`src/rtl/instr_fetch_unit_if.sv`:
```
// Bus bundle for the fetch unit: instruction-memory read port plus the
// valid/ready hand-off to the instruction queue. Master = fetch unit side.
interface instr_fetch_unit_if;
    logic [31:0] instr_mem_address;
    logic        instr_read;
    logic [31:0] instr_mem_rdata;
    logic        instr_mem_resp;
    logic        iq_valid;
    logic [31:0] iq_instr;
    logic [31:0] iq_pc;
    logic        iq_ready;

    modport master (
        output instr_mem_address, instr_read, iq_valid, iq_instr, iq_pc,
        input  instr_mem_rdata, instr_mem_resp, iq_ready
    );

    modport slave (
        input  instr_mem_address, instr_read, iq_valid, iq_instr, iq_pc,
        output instr_mem_rdata, instr_mem_resp, iq_ready
    );
endinterface

```
`src/rtl/instr_fetch_unit.sv`:
```
// Fetch stage: sequential PC generation, one outstanding memory read, and a
// small {instr,pc} FIFO toward the IQ. Define IFU_PERF_EN for perf counters.
module instr_fetch_unit #(
    parameter int          DEPTH    = 4,
    parameter logic [31:0] RESET_PC = 32'h4000_0060,
    localparam int         PTR_W    = $clog2(DEPTH),
    localparam int         CNT_W    = PTR_W + 1
) (
    input  logic                 clk,
    input  logic                 rst,
    instr_fetch_unit_if.master   bus,
    input  logic                 redirect,
    input  logic [31:0]          redirect_pc,
    output logic [CNT_W-1:0]     fifo_count
`ifdef IFU_PERF_EN
    ,
    output logic [31:0]          perf_fetch_cnt,
    output logic [31:0]          perf_stall_cnt
`endif
);

    typedef enum logic [1:0] {FETCH, STALL, DISCARD} state_t;

    typedef struct packed {
        logic [31:0] instr;
        logic [31:0] pc;
    } entry_t;

    state_t             state, state_next;
    logic [31:0]        pc;
    logic [31:0]        hold_addr;
    entry_t             fifo_mem [DEPTH];
    logic [PTR_W-1:0]   wr_ptr, rd_ptr;
    logic [CNT_W-1:0]   count, count_next;
    logic               push, pop, room;

    // Redirect squashes both the incoming word and any pop in the same cycle.
    assign push = (state == FETCH) && bus.instr_mem_resp && !redirect;
    assign pop  = (count != '0) && bus.iq_ready && !redirect;

    always_comb begin
        count_next = count;
        if (redirect)
            count_next = '0;
        else if (push && !pop)
            count_next = count + CNT_W'(1);
        else if (pop && !push)
            count_next = count - CNT_W'(1);
    end

    assign room = (count_next < CNT_W'(DEPTH));

    always_comb begin
        // NOTE: every output of this block gets a default first so no path leaves one unassigned (no latch).
        state_next            = state;
        bus.instr_read        = 1'b1;
        bus.instr_mem_address = pc;
        unique case (state)
            FETCH: begin
                if (redirect)
                    state_next = bus.instr_mem_resp ? FETCH : DISCARD;
                else
                    state_next = room ? FETCH : STALL;
            end
            STALL: begin
                bus.instr_read = 1'b0;
                state_next     = (redirect || room) ? FETCH : STALL;
            end
            DISCARD: begin
                bus.instr_mem_address = hold_addr;
                if (bus.instr_mem_resp)
                    state_next = FETCH;
            end
            default: state_next = FETCH;
        endcase
    end

    always_ff @(posedge clk) begin
        // NOTE: sequential state uses non-blocking assignments so every register samples pre-edge values.
        if (rst) begin
            state     <= FETCH;
            pc        <= RESET_PC;
            hold_addr <= RESET_PC;
            wr_ptr    <= '0;
            rd_ptr    <= '0;
            count     <= '0;
        end else begin
            state <= state_next;
            count <= count_next;
            if (redirect) begin
                pc     <= redirect_pc & 32'hFFFF_FFFC;
                wr_ptr <= '0;
                rd_ptr <= '0;
                // The in-flight read keeps its original address until it returns.
                if (state == FETCH)
                    hold_addr <= pc;
            end else begin
                if (push) begin
                    pc     <= pc + 32'd4;
                    wr_ptr <= wr_ptr + PTR_W'(1);
                end
                if (pop)
                    rd_ptr <= rd_ptr + PTR_W'(1);
            end
        end
    end

    // NOTE: FIFO storage is not reset; the count alone decides which entries are meaningful.
    always_ff @(posedge clk) begin
        if (push)
            fifo_mem[wr_ptr] <= '{instr: bus.instr_mem_rdata, pc: pc};
    end

    assign bus.iq_valid = (count != '0);
    assign bus.iq_instr = fifo_mem[rd_ptr].instr;
    assign bus.iq_pc    = fifo_mem[rd_ptr].pc;
    assign fifo_count   = count;

`ifdef IFU_PERF_EN
    always_ff @(posedge clk) begin
        if (rst) begin
            perf_fetch_cnt <= '0;
            perf_stall_cnt <= '0;
        end else begin
            if (push && perf_fetch_cnt != '1)
                perf_fetch_cnt <= perf_fetch_cnt + 32'd1;
            if (state == STALL && perf_stall_cnt != '1)
                perf_stall_cnt <= perf_stall_cnt + 32'd1;
        end
    end
`endif

endmodule

```
`src/flat_wrapper.sv`:
```
// flat-port wrapper written by rule: the top's interface ports become plain ports
module instr_fetch_unit_flat 
#(
    parameter int          DEPTH    = 4,
    parameter logic [31:0] RESET_PC = 32'h4000_0060,
    localparam int         PTR_W    = $clog2(DEPTH),
    localparam int         CNT_W    = PTR_W + 1
)
  (clk, rst, redirect, redirect_pc, fifo_count, bus_instr_mem_address, bus_instr_read, bus_iq_valid, bus_iq_instr, bus_iq_pc, bus_instr_mem_rdata, bus_instr_mem_resp, bus_iq_ready);
  instr_fetch_unit_if bus_i ();
  input  logic clk;
  input  logic rst;
  input  logic redirect;
  input  logic [31:0] redirect_pc;
  output logic [CNT_W-1:0] fifo_count;
  output wire logic [$bits(bus_i.instr_mem_address)-1:0] bus_instr_mem_address;
  output wire logic [$bits(bus_i.instr_read)-1:0] bus_instr_read;
  output wire logic [$bits(bus_i.iq_valid)-1:0] bus_iq_valid;
  output wire logic [$bits(bus_i.iq_instr)-1:0] bus_iq_instr;
  output wire logic [$bits(bus_i.iq_pc)-1:0] bus_iq_pc;
  input wire logic [$bits(bus_i.instr_mem_rdata)-1:0] bus_instr_mem_rdata;
  input wire logic [$bits(bus_i.instr_mem_resp)-1:0] bus_instr_mem_resp;
  input wire logic [$bits(bus_i.iq_ready)-1:0] bus_iq_ready;
  assign bus_instr_mem_address = bus_i.instr_mem_address;
  assign bus_instr_read = bus_i.instr_read;
  assign bus_iq_valid = bus_i.iq_valid;
  assign bus_iq_instr = bus_i.iq_instr;
  assign bus_iq_pc = bus_i.iq_pc;
  assign bus_i.instr_mem_rdata = bus_instr_mem_rdata;
  assign bus_i.instr_mem_resp = bus_instr_mem_resp;
  assign bus_i.iq_ready = bus_iq_ready;
  instr_fetch_unit #(.DEPTH(DEPTH), .RESET_PC(RESET_PC)) u_core (.clk(clk), .rst(rst), .bus(bus_i), .redirect(redirect), .redirect_pc(redirect_pc), .fifo_count(fifo_count));
endmodule
```
`config.mk`:
```
export PLATFORM = sky130hd
export DESIGN_NAME = instr_fetch_unit_flat
export DESIGN_NICKNAME = d
export VERILOG_FILES = /design/src/rtl/instr_fetch_unit_if.sv /design/src/rtl/instr_fetch_unit.sv /design/src/flat_wrapper.sv
export SDC_FILE = /design/constraint.sdc
export NUM_CORES = 1
export LEC_CHECK = 0
export CAP_MARGIN = 20
export CORE_MARGIN = 2
export CORE_UTILIZATION = 50
export CTS_CLUSTER_SIZE = 8
export DETAILED_ROUTE_END_ITERATION = 10
export GPL_TIMING_DRIVEN = 1
export PLACE_DENSITY = 0.76
export SLEW_MARGIN = 20
export SYNTH_ARGS = -nofsm -noshare
export SYNTH_HDL_FRONTEND = slang
export SYNTH_SLANG_ARGS = --single-unit
```
`constraint.sdc`:
```
create_clock -name clk -period 3.1 [get_ports clk]
set_input_delay 0.62 -clock clk [delete_from_list [all_inputs] [get_ports clk]]
set_output_delay 0.62 -clock clk [all_outputs]
set_load 0.05 [all_outputs]
```
# Word level (Yosys, flattened, before mapping)
# Memories as Yosys holds them, arrays and structs flattened. A register that Yosys moved wholly into a read port is not among the register bits.
# Index checks and enable logic that the tools add are counted.
# totals
register_bits	73
mem_bits_rw	256
output_inout_bits	101
elab_cells	49
mem_count	1
# mem_list
name	words	word_bits	read_ports	rd_clocked_by_memory_dff	wr	line	source
u_core.fifo_mem	4	64	1	1	1	instr_fetch_unit.sv:32	entry_t fifo_mem [DEPTH];
# op_classes
n_addsub	5
order_cmp	1
eq_ne	3
n_mux	17
n_reduce_logical	15
# op_table
operator	n
32-bit two-way mux	3
32-bit by 3-bit adder with 32-bit output, second input constant	1
2-bit two-way mux	5
3-bit two-way mux	3
1-bit logical AND	6
2-bit one-hot mux with 3 select lines	1
1-bit two-way mux	5
2-bit by 1-bit adder with 2-bit output, second input constant	2
3-bit by 1-bit adder with 3-bit output, second input constant	1
1-bit zero test	3
3-bit less-than comparator, second input constant	1
3-bit nonzero test	1
3-bit by 1-bit subtractor with 3-bit output, second input constant	1
2-bit by 1-bit equality test with 1-bit output, second input constant	1
2-bit equality test, second input constant	1
2-bit zero test	1
2-bit inequality test, second input constant	1
2-bit AND reduction	1
2-bit nonzero test	1
2-bit OR reduction	1
1-bit logical OR	1

# Longest topological paths before layout
# Gate-level depths: netlist (run 1).
# depth
depth_word	12
depth_mapped	10
mapped_depth_nobuf	10

# Least setup slack after synthesis (run 1)
# No wires, ideal clock.
# synth_timing
path_type	input -> register
from	input port bus_instr_mem_resp
to	memory u_core.fifo_mem[2][10] (netlist bit) (enable)
setup_ns	0.426
arrival_time_ns	2.958
required_time_ns	2.674
setup_slack_ns	-0.285
stages	4
cell_sequence	or3b_2 > clkbuf_1 > nor2_1 > and2_1
# synth_between
elab_chain_len	4
# synth_lines
item	line	source
start, declared	flat_wrapper.sv:22	input wire logic [$bits(bus_i.instr_mem_resp)-1:0] bus_instr_mem_resp;
1-bit logical AND (2 in series)	instr_fetch_unit.sv:38	assign push = (state == FETCH) && bus.instr_mem_resp && !redirect;
net u_core.push	instr_fetch_unit.sv:35	logic push, pop, room;
1-bit two-way mux	instr_fetch_unit.sv:110	if (push)
1-bit two-way mux (implied by the code)	instr_fetch_unit.sv:111	fifo_mem[wr_ptr] <= '{instr: bus.instr_mem_rdata, pc: pc};
end, declared	instr_fetch_unit.sv:32	
# The timed path passes the listed nets, and every way through them passes these cells.

==> results of run 1 <==
routing by layer:
layer,up-vias,wire [um],part of all wire (%)
met5,-,0,0
met1,3760,11900,43
met4,0,395,1.4
met3,35,1770,6.4
met2,313,13400,49
li1,3457,-,-
final timing paths:
| path | depth (start not counted) | end | slack (ns) |
|---|---|---|---|
| max | 2 | bus_iq_instr[18] | 0.13 |
| min | 2 | u_core.hold_addr[16]$_SDFFE_PP0P_ | 0.45 |
| max reg2reg | 4 | u_core.pc[16]$_SDFFE_PP0P_ | 0.85 |
| min reg2reg | 2 | u_core.hold_addr[16]$_SDFFE_PP0P_ | 0.45 |
critical path, delay by kind of cell, from the launching register on:
kind                   cells  cell delay, ns
buffers and inverters      1            0.72
multiplexers               1            0.56
flip-flops                 1            0.53
per-stage QoR:
| step | setup WS, ns | instances | utilization (%) |
|---|---|---|---|
| after global placement | 0.307 | 1265 | 58.6 |
| after floorplan | 0.385 | 799 | - |
| after CTS | 0.0952 | 1340 | 63.8 |
| final | 0.133 | 1340 | 63.8 |
| after detailed placement | 0.296 | 1265 | 58.6 |
| after global routing | 0.0427 | 1340 | 63.8 |
logic make-up (layout without fill, tap and decap cells):
logic type      Yosys count  count (layout)  synth area share, %
flops                   319             319                 69.7
simple gates            196             196                 7.76
compound gates           92              92                 4.77
mux                      89              89                 13.4
buf+inv                  75             286                 2.42
xor+xnor                 14              14                0.964
fa+ha+maj                10              10                0.984
other cells               1               4               0.0295
cell type report:
type,count,area [um^2]
clock buffers,73,1270
clock inverters,1,8.76
fillers,1832,9100
inverters,21,78.8
multi-input cells,405,3580
flip-flops and latches,319,8880
well taps,330,413
repair buffers,191,1780
repair_timing:
item / CTS / global route
endpoints found under the setup margin: 31 / 0
gates resized for setup: 1 / 0
buffers inserted: 1 / 0
power breakdown:
group / internal (W) / switching (W)
clock network: 0.00276 / 0.00164
registers: 0.00473 / 0.000101
logic: 0.000313 / 0.000517
sequential cells by signal, indices dropped and copies added, names as in the netlist, named ones only:
register,count
u_core.fifo_count,3
u_core.fifo_mem,248
u_core.hold_addr,30
u_core.pc,30
u_core.rd_ptr,2
u_core.state,2
u_core.wr_ptr,2
Yosys cell counts, types with 4 or more instances:
cell type	n
nor4_1	9
a211oi_1	14
o21ai_0	18
buf_4	4
ha_1	10
and2_1	5
buf_2	9
xnor2_1	11
nand2_1	81
nor2_1	32
edfxtp_1	248
nand4_1	11
inv_1	21
dfxtp_1	71
nor3_1	15
and4_1	6
clkbuf_1	39
nor3b_1	5
a21oi_1	34
mux2_2	26
nand3_1	13
mux4_2	62
or3_1	4
==> results_dict.tcl, run 1 <==
set metrics [dict create \
    postRouteAntennaNets 0 \
    postPlaceCellArea_mm2 0.0147 \
    leakage_nw 5.39 \
    yosys_most_used_dff "edfxtp_1" \
    synth_cells 796 \
    synth_top_area_share_pct 58.5 \
    grt_overflow_total 0 \
    gp_congestion 0.781 \
    clk_pin_slew_worst_paths_ns 0.05 \
    ys_top_cells_by_area "edfxtp_1 59%, dfxtp_1 11%, mux4_2 11%" \
    cts-buffers-inserted 45 \
    fp.dieW_um 164 \
    grt_pass1_vias 7447 \
    worstPathCellList "mux4_2, clkdlybuf4s50_1" \
    min_from "u_core.hold_addr[16]$_SDFFE_PP0P_" \
    tritoncts "yes" \
    core_mm2 0.0251 \
    tns_ns 0 \
    synth_seq_cells 319 \
    whs_ns 0.449 \
    finalPower_w 0.0101 \
    cts_sinks 319 \
    fp-row-count 58 \
    hold_viol 0 \
    die_y_um 164 \
    vias 7565 \
    path_class "reg -> out" \
    ios 170 \
    yosysUniqueCellTypes 54 \
    insertion_delay_ns 0.52 \
    htree_levels 2 \
    grt_start_max_net_pins 49 \
    grt.met1_usage_pct 29.4 \
    wl_um 27400 \
    ir_worst_vdd_mv 0.361 \
    finalSetupViolCount 0 \
    dp_hpwl_um 16900 \
    yosysSeqAreaShare_pct 69.7 \
    drc 0 \
    critPathSlowestCell "clkdlybuf4s50_1" \
    drt_iter0_drc 657 \
    stdcell_area_mm2 0.0160 \
    worst_pin_slew_ns 0.876 \
    r2r-start "u_core.pc[9]$_SDFFE_PP0P_" \
    grt_first_pass_wirelength_um 42400 \
    outcome "completed" \
    drtPass1Iterations 5 \
    arrival_ns 2.35 \
    synth_edf_count 248 \
    required_ns 2.48 \
    initial_core_util_pct 50.7 \
    cts_root_buffer "clkbuf_16" \
    max_freq_ghz 0.337 \
    start_kind "flip-flop" \
    use_met2_pct 33.9 \
    fin_nets 1062 \
    yosysWarnings 0 \
    syn_to_final_growth_pct 25.9 \
    synth_area_mm2 0.0127 \
    yosys.area.top_type "edfxtp_1" \
    period_needed_ns 2.97 \
    viasPerCell 5.65 \
    antenna_found_initial 0 \
    drive_gt1_share_pct 26.2 \
    final_common_cell "edfxtp_1" \
    grtUsageMet3_pct 3.83 \
    relSlewSlack_pct 41.6 \
    io_buffers 163 \
    finClkSkew_ns 0.0122 \
    avgSynthCellArea_um2 16.0 \
    most-common-layout-cells "248 x edfxtp_1, 98 x buf_4, 81 x nand2_1, 80 x clkdlybuf4s50_1, 69 x dfxtp_1" \
    die_area_mm2 0.0267 \
    slowest_delay_ns 0.72 \
    hp-class "reg -> reg" \
    busiest_layer "met2" \
    clockBufferDepth 3 \
    cts-hold-fix-buffers 0 \
    timing.final.crit_share_pct 95.7 \
    end_kind "output pin" \
    rsz0062_at_grt "false" \
    power_density_mw_per_mm2 628 \
    final_max_slew_viol_count 0 \
    synth-async-reset-ratio_pct 0 \
    path_max_fanout 12 \
    cap_viol_max_count 0 \
    avgRoutedWirePerCell_um 20.5 \
    n_antenna_cell 0 \
    grt_util_all_layers_pct 20.8 \
]
Note: power is estimated with default switching activity, not from simulation.
==> run 2, diff against run 1 <==
--- a/config.mk
+++ b/config.mk
@@ -6,4 +6,5 @@
 export NUM_CORES = 1
 export LEC_CHECK = 0
+export ABC_AREA = 1
 export CAP_MARGIN = 20
 export CORE_MARGIN = 2
==> constraint.sdc (replaced) <==
create_clock -name clk -period 3.1 [get_ports clk]
set_input_delay 0.62 -clock clk [delete_from_list [all_inputs] [get_ports clk]]
set_output_delay 0.62 -clock clk [all_outputs]
set_load 0.02 [all_outputs]
==> results_dict.tcl, run 2 <==
set metrics [dict create \
    reg2reg_depth 11 \
    synth_top_area_share_pct 56.6 \
    yosysUniqueCellTypes 38 \
    viasPerCell 5.56 \
    yosysSeqAreaShare_pct 67.4 \
    finalSetupViolCount 0 \
    synth_cells 1223 \
    largest_reg_flops 248 \
    yosys_most_used_dff "edfxtp_1" \
    postPlaceCellArea_mm2 0.0152 \
    ys_top_cells_by_area "edfxtp_1 57%, dfxtp_1 11%, o21ai_0 8.0%" \
    clk_pin_slew_worst_paths_ns 0.05 \
    power_density_mw_per_mm2 602 \
    drtPass1Iterations 5 \
    grtUsageMet3_pct 3.84 \
    yosys-top-cells-count "248 x edfxtp_1, 210 x o21ai_0, 182 x nor2_1, 157 x nand2_1, 71 x dfxtp_1" \
    max_freq_ghz 0.329 \
    wl_um 31800 \
    htree_levels 2 \
    fp-row-count 59 \
    nFillCells 1915 \
    start_kind "flip-flop" \
    yosysWarnings 0 \
    final_core_util_pct 63.9 \
    busiest_layer "met2" \
    synth_edf_count 248 \
    yosys.area.top_type "edfxtp_1" \
    core_mm2 0.0259 \
    synth_most_common_cell "edfxtp_1" \
    drc 0 \
    die_area_mm2 0.0276 \
    timing.final.crit_share_pct 98.0 \
    final_max_slew_viol_count 0 \
    gp_congestion 0.849 \
    syn_to_final_growth_pct 25.9 \
    tritoncts "yes" \
    period_needed_ns 3.04 \
    tns_ns 0 \
    avgRoutedWirePerCell_um 18.2 \
    grt.met1_usage_pct 31.3 \
    cts_sinks 319 \
    antenna_found_initial 0 \
    io_buffers 163 \
    cap_viol_max_count 0 \
    setup_slack_ns 0.0622 \
    required_ns 2.48 \
    die_y_um 166 \
    grt_util_all_layers_pct 22.1 \
    multiInputGateArea_mm2 0.00374 \
    ios 170 \
    crit_end "bus_iq_pc[12]" \
    avgSynthCellArea_um2 10.8 \
    grt_overflow_total 0 \
    synth_seq_cells 319 \
    leakage_nw 5.76 \
    path_class "reg -> out" \
    hold_viol 0 \
    clockBufferDepth 3 \
    end_kind "output pin" \
    stdcell_area_mm2 0.0166 \
    regArea_mm2 0.00888 \
    ff2ff_setup_slack_ns 0.97 \
    cts_root_buffer "clkbuf_16" \
    insertion_delay_ns 0.53 \
    whs_ns 0.482 \
    n_antenna_cell 0 \
    grt_first_pass_wirelength_um 48800 \
    initial_core_util_pct 50.8 \
    fp.dieW_um 166 \
    postRouteAntennaNets 0 \
    post_cts_buffers 0 \
    dp_hpwl_um 19200 \
    use_met2_pct 35.6 \
    drt_iter0_drc 985 \
    dpl_worst_slack_ns 0.362 \
    r2r-start "u_core.state[0]$_SDFFE_PP0P_" \
    biggestRegsByFlops "u_core.fifo_mem: 248 flops, u_core.hold_addr: 30 flops, u_core.pc: 30 flops" \
    ir_worst_vdd_mv 0.464 \
    finClkSkew_ns 0.0126 \
    synth_area_mm2 0.0132 \
    arrival_ns 2.42 \
    path_max_fanout 50 \
    synth-async-reset-ratio_pct 0 \
    reg2reg_to "u_core.state[0]$_SDFFE_PP0P_" \
    drive_gt1_share_pct 8.41 \
    vias 9724 \
    hp-class "reg -> reg" \
    final_common_cell "edfxtp_1" \
    top_register "u_core.fifo_mem" \
    fin_nets 1471 \
    grt_start_max_net_pins 125 \
    outcome "completed" \
    cts-buffers-inserted 45 \
    grt_pass1_vias 9219 \
    most-common-layout-cells "248 x edfxtp_1, 210 x o21ai_0, 177 x nor2_1, 162 x clkdlybuf4s50_1, 157 x nand2_1" \
]
-- run 2: cell count changes after synthesis, moves of 26 or more --
cell,change
o21ai_0,+192
nor2_1,+150
nand2_1,+76
mux4_2,-62
o22ai_1,+61
inv_1,+43
mux2_2,-26
-- run 2: power by group --
group	total [W]	switching (W)	internal, W
Combinational	0.000731	0.000425	0.000306
Sequential	0.00483	0.0000894	0.00474
Clock	0.00439	0.00168	0.00271
-- run 2: cells by family after synthesis --
group,synth area share [%]
buffers and inverters,4.53
DFF,67.4
xor gates and xnor gates,0.666
other,0.0285
and+or+nand+nor,12.5
adders and majority gates,0.951
AOI/OAI and AO/OA,13.9
-- run 2: per-layer routing --
layer	up-vias	share of wire, %
met3	42	7.2
met1	4640	44
li1	4624	-
met4	0	1.6
met2	418	47
met5	-	0
-- run 2: worst min path at each step --
stage | from | slack, ns | endpoint | cells past startpoint
6_report | u_core.rd_ptr[0]$_SDFFE_PP0P_ | 0.48 | u_core.rd_ptr[0]$_SDFFE_PP0P_ | 1
3_5_place_dp | u_core.rd_ptr[0]$_SDFFE_PP0P_ | 0.47 | u_core.rd_ptr[0]$_SDFFE_PP0P_ | 1
4_1_cts | u_core.rd_ptr[0]$_SDFFE_PP0P_ | 0.48 | u_core.rd_ptr[0]$_SDFFE_PP0P_ | 1
3_3_place_gp | u_core.rd_ptr[0]$_SDFFE_PP0P_ | 0.46 | u_core.rd_ptr[0]$_SDFFE_PP0P_ | 1
2_1_floorplan | u_core.rd_ptr[0]$_SDFFE_PP0P_ | 0.44 | flip-flop | 1
5_1_grt | u_core.rd_ptr[0]$_SDFFE_PP0P_ | 0.51 | u_core.rd_ptr[0]$_SDFFE_PP0P_ | 1
-- run 2: stage by stage --
step / std cells / total power (W)
floorplan: 1226 / 0.00526
global placement: 1679 / 0.00561
detailed placement: 1679 / 0.00563
CTS: 1749 / 0.0100
global route: 1750 / 0.0103
finish: 1750 / 0.00996
-- run 2: critical path, cell delays in order (launching register included) --
cell	delay, ns
dfxtp_4	0.41
inv_1	0.15
buf_12	0.26
o21ai_0	0.15
o22ai_1	0.20
clkdlybuf4s50_1	0.72
-- run 2: area by class of cell --
type / count / share of cell area [%]
Sequential cell: 319 / 53.6
Multi-Input combinational cell: 764 / 22.6
Tap cell: 335 / 2.53
Inverter: 72 / 1.67
Clock buffer: 68 / 7.45
Timing Repair Buffer: 190 / 11.9
Clock inverter: 2 / 0.219
-- run 2: timing repair --
| item | 4_1_cts | 5_1_grt |
|---|---|---|
| endpoints found under the setup margin | 8 | 31 |
| resized for setup | 5 | 3 |
| gates cloned | 0 | 1 |
| hold buffers | 0 | 0 |
